File: config.mk
export PLATFORM = sky130hd
export DESIGN_NAME = riscv_shift_seq
export DESIGN_NICKNAME = d
export VERILOG_FILES = /design/src/rtl/riscv_shift_seq.sv
export SDC_FILE = /design/constraint.sdc
export NUM_CORES = 1
export LEC_CHECK = 0
export CAP_MARGIN = 0
export CORE_MARGIN = 2
export CORE_UTILIZATION = 43
export DETAILED_ROUTE_END_ITERATION = 12
export PLACE_DENSITY = 0.78
export RECOVER_POWER = 50
export SETUP_SLACK_MARGIN = 0.15
export SYNTH_ARGS = -nofsm -noshare
export SYNTH_HDL_FRONTEND = slang
export SYNTH_SLANG_ARGS = --single-unit
File: constraint.sdc
create_clock -name clk -period 2.1 [get_ports clk]
set_input_delay 0.21 -clock clk [delete_from_list [all_inputs] [get_ports clk]]
set_output_delay 0.21 -clock clk [all_outputs]
set_load 0.1 [all_outputs]
File: src/rtl/riscv_shift_seq.sv
// ----------------------------------------------------------------------------
// riscv_shift_seq
// Multi-cycle barrel-less shifter for a RISC-V core. This unit handles
// SLL/SRL/SRA and pass-through. It moves at most STEP bit positions per
// clock, so a 32-bit shift can complete without a full barrel shifter.
//
// Parameters
//   STEP    maximum bit positions shifted per cycle (1, 2, 4 or 8)
//
// Ports
//   clk     clock, rising edge
//   rst     asynchronous active-low reset
//   start   shift request, sampled only while idle
//   op      00 SLL, 01 SRL, 10 SRA, 11 pass-through
//   a       operand (rs1)
//   shamt   shift amount (low 5 bits of rs2 / immediate)
//   kill    synchronous abort of the operation in flight
//   result  shifted value, valid with done and held until the next start
//   done    single-cycle completion pulse
//   busy    high while shifting or completing
//   stall   combinational hold request to PC / pipeline registers
// ----------------------------------------------------------------------------
module riscv_shift_seq #(
    parameter int STEP = 1
) (
    input  logic        clk,
    input  logic        rst,
    input  logic        start,
    input  logic [1:0]  op,
    input  logic [31:0] a,
    input  logic [4:0]  shamt,
    input  logic        kill,
    output logic [31:0] result,
    output logic        done,
    output logic        busy,
    output logic        stall
);

    localparam logic [1:0] IDLE  = 2'd0;
    localparam logic [1:0] SHIFT = 2'd1;
    localparam logic [1:0] DONE  = 2'd2;

    localparam logic [1:0] OP_SLL  = 2'b00;
    localparam logic [1:0] OP_SRL  = 2'b01;
    localparam logic [1:0] OP_SRA  = 2'b10;
    localparam logic [1:0] OP_PASS = 2'b11;

    localparam logic [4:0] STEP_C = 5'(STEP);

    logic [1:0]  state;
    logic [31:0] acc;
    logic [4:0]  cnt;
    logic [1:0]  op_q;
    logic [4:0]  step_amt;

    // One partial shift of up to STEP positions. SRA stays correct across
    // steps because an arithmetic shift never alters bit 31. The sign
    // captured at start is therefore replicated on every step.
    function automatic logic [31:0] shift_by(
        input logic [31:0] v,
        input logic [1:0]  sel,
        input logic [4:0]  s
    );
        logic signed [31:0] sv;
        sv = signed'(v);
        case (sel)
            OP_SLL:  shift_by = v << s;
            OP_SRL:  shift_by = v >> s;
            OP_SRA:  shift_by = unsigned'(sv >>> s);
            default: shift_by = v;
        endcase
    endfunction

    // min(STEP, cnt): the final step consumes only what remains, so cnt
    // reaches exactly zero and never wraps.
    always_comb begin
        step_amt = (cnt < STEP_C) ? cnt : STEP_C;
    end

    always_ff @(posedge clk or negedge rst) begin
        if (!rst) begin
            state <= IDLE;
            acc   <= '0;
            cnt   <= '0;
            op_q  <= OP_SLL;
        end else begin
            case (state)
                IDLE: begin
                    // A kill in the same cycle blocks acceptance.
                    if (start && !kill) begin
                        acc  <= a;
                        op_q <= op;
                        cnt  <= shamt;
                        state <= (shamt == 5'd0 || op == OP_PASS) ? DONE : SHIFT;
                    end
                end
                SHIFT: begin
                    if (kill) begin
                        state <= IDLE;
                    end else begin
                        acc <= shift_by(acc, op_q, step_amt);
                        cnt <= cnt - step_amt;
                        if (cnt <= STEP_C) begin
                            state <= DONE;
                        end
                    end
                end
                DONE:    state <= IDLE;
                default: state <= IDLE;
            endcase
        end
    end

    assign result = acc;
    // A kill landing on the DONE cycle suppresses the completion pulse.
    assign done   = (state == DONE) && !kill;
    assign busy   = (state == SHIFT) || (state == DONE);
    // Low in DONE so the datapath advances in the cycle result is valid.
    assign stall  = ((state == IDLE) && start) || (state == SHIFT);

endmodule

==> out/results.tsv <==
metric	value	unit
critPathTopFamily	simple AND/OR/NAND/NOR gates	
cts_root_buf	clkbuf_8	
cts_sinks	41	
synth_top_flop_cell	dfrtp_1	
gr-usage-met3	4.77	%
yosys.cell_types.count	51	
clockBufferDepth	2	
ant_nets	0	
netlist_area	2690	um^2
clk_latency	0.30	ns
avgRoutedWirePerCell	16.9	um
arrival	2.13	ns
status	finished, final reports clean	
grt_pass1_vias	2525	
place_congestion	0.823	
synth.area.top_cells	dfrtp_1 (38%), mux2i_1 (8.6%), o221ai_1 (6.5%), nand2_1 (5.4%), inv_1 (5.3%)	
antenna_found_initial	0	
cpPeakStageDelay	0.57	ns
yosys.cell_count.top_type	dfrtp_1	
fp.dieW	83.1	um
synthArstFlopShare	100	%
cts_buffers	5	
synth_nets	338	
yosysTopAreaCell	dfrtp_1	
drv_slew	0	
viasPerCell	5.83	
path_clk_slew	0.08	ns
crit_path_end_kind	flip-flop	
drive_gt1_share	25.7	%
core-area	5990	um^2
gr-total-overflow	0	
wl	7640	um
setup_violations	0	
hp-class	in2async	
period_needed	1.94	ns
critPathKind	reg2reg	
detail_route.first_pass.iterations	5	
synth-seq-cells	41	
hold_viol	0	
fmax	516	MHz
grtUsageMet1	27.7	%
nets	428	
cp_num_buf_inv	1	
yosys_warnings	0	
grt_util_met2	34.0	%
ys_seq_area_share	38.2	%
cts_tree	built	
cp.required	2.29	ns
n_antenna_cell	0	
num_io_pins	78	
die_area	6900	um^2
synth_edf_count	0	
grt-busiest-layer	met2	
skew	0.00671	ns
grt_pass1_wl	12000	um
path_cells	or4_4 -> buf_8 -> nor4bb_2 -> a31oi_1 -> a311oi_1	
utilization	63.2	%
yosysTopAreaCellShare	38.2	%
drtIter0Drc	223	
fin_tns_setup	0	ns
num_vias	2642	
ctsHtreeMaxLevel	2	
rsz0062_at_grt	yes	
slew_headroom	22.1	%
rows	28	
area_growth	40.8	%
critical-path-slowest-cell	or4_4	
grt_max_degree	26	
avgSynthCellArea	9.34	um^2
grtUsageTotal	20.7	%
drv_cap	0	
drc	0	
initial_core_util	44.9	%
fp.dieH	83.1	um
io_buffers	77	
dpl.hpwl	5270	um
yosys-top-cells-count	dfrtp_1 (41), nand2_1 (39), inv_1 (38)	
synthCells	288	
fin_crit_sh	92.3	%
max_slew.worst_pin.slew	1.17	ns
cp-start-kind	flip-flop	
critPathMaxFanout	11	
[flip-flops by register name, indices dropped and copies added, names as in the netlist]
register  flops
result       32
cnt           5
op_q          2
state         2
[metal layers]
layer	wire length (um)	part of all wire [%]	vias to the layer above
met5	0	0	-
met4	67	0.88	0
met3	487	6.4	5
met2	3620	47	99
met1	3460	45	1292
li1	-	-	1246
[worst paths after layout]
| kind | slack [ns] | to | start | depth (start not counted) |
|---|---|---|---|---|
| max in group asynchronous | 0.58 | cnt[1] | rst | 3 |
| hold / removal | 0.45 | result[28] | rst | 2 |
| setup / recovery | 0.16 | result[30] | cnt[3] | 5 |
| setup reg to reg | 0.16 | result[30] | cnt[3] | 5 |
| hold reg to reg | 0.55 | op_q[0] | op_q[0] | 1 |
| min in group clk | 0.48 | result[19] | a[19] | 3 |
[cell families (layout without fill, tap and decap cells)]
group	Yosys count	count (layout)	share of synthesized area, %
AOI/OAI and AO/OA	83	83	25.9
buffers and inverters	60	149	10.5
adders and majority gates	7	7	3.26
muxes	25	25	9.40
and+or+nand+nor	72	73	12.8
DFF	41	41	38.2
[cell type report]
class | count | area [um^2]
repair buffers | 104 | 923
well taps | 75 | 93.8
multi-input cells | 188 | 1510
inverters | 38 | 143
flip-flops and latches | 41 | 1030
clock buffers | 7 | 86.3
fillers | 510 | 2200
[timing repair]
action                                 in CTS  in global routing
gates resized for setup                     4                 21
setup endpoints to repair                  20                 30
endpoints found under the hold margin      10                  0
pin swaps                                   1                  6
buffers inserted                            0                  8
cloned                                      0                  1
hold buffers                                1                  0
[cell usage in the layout (no fill, tap or decap), types with 3 or more instances in the layout]
master / instances
a21oi_1: 7
a222oi_1: 4
a22oi_1: 4
a311oi_1: 3
a31oi_1: 6
buf_12: 7
buf_4: 33
clkbuf_1: 9
clkbuf_2: 11
clkbuf_8: 6
clkdlybuf4s50_1: 41
dfrtp_1: 39
ha_1: 4
inv_1: 37
mux2i_1: 22
nand2_1: 38
nand2b_1: 3
nor2_1: 6
nor3_1: 6
o2111ai_1: 3
o21ai_0: 7
o21ai_1: 4
o221ai_1: 19
o221ai_2: 6
[per-stage QoR]
stage	std cells	worst slack [ns]	area, um^2	hold slack [ns]
after CTS	444	0.150	3650	0.312
after floorplan	288	0.149	2710	-0.0856
after global placement	436	0.137	3550	0.0935
after detailed placement	436	0.0569	3550	0.104
after global routing	453	0.110	3790	0.491
final	453	0.161	3790	0.451
Power is left out: the tool's default activity adds up to more than one toggle a clock period on the data nets, which glitch-free logic cannot reach.
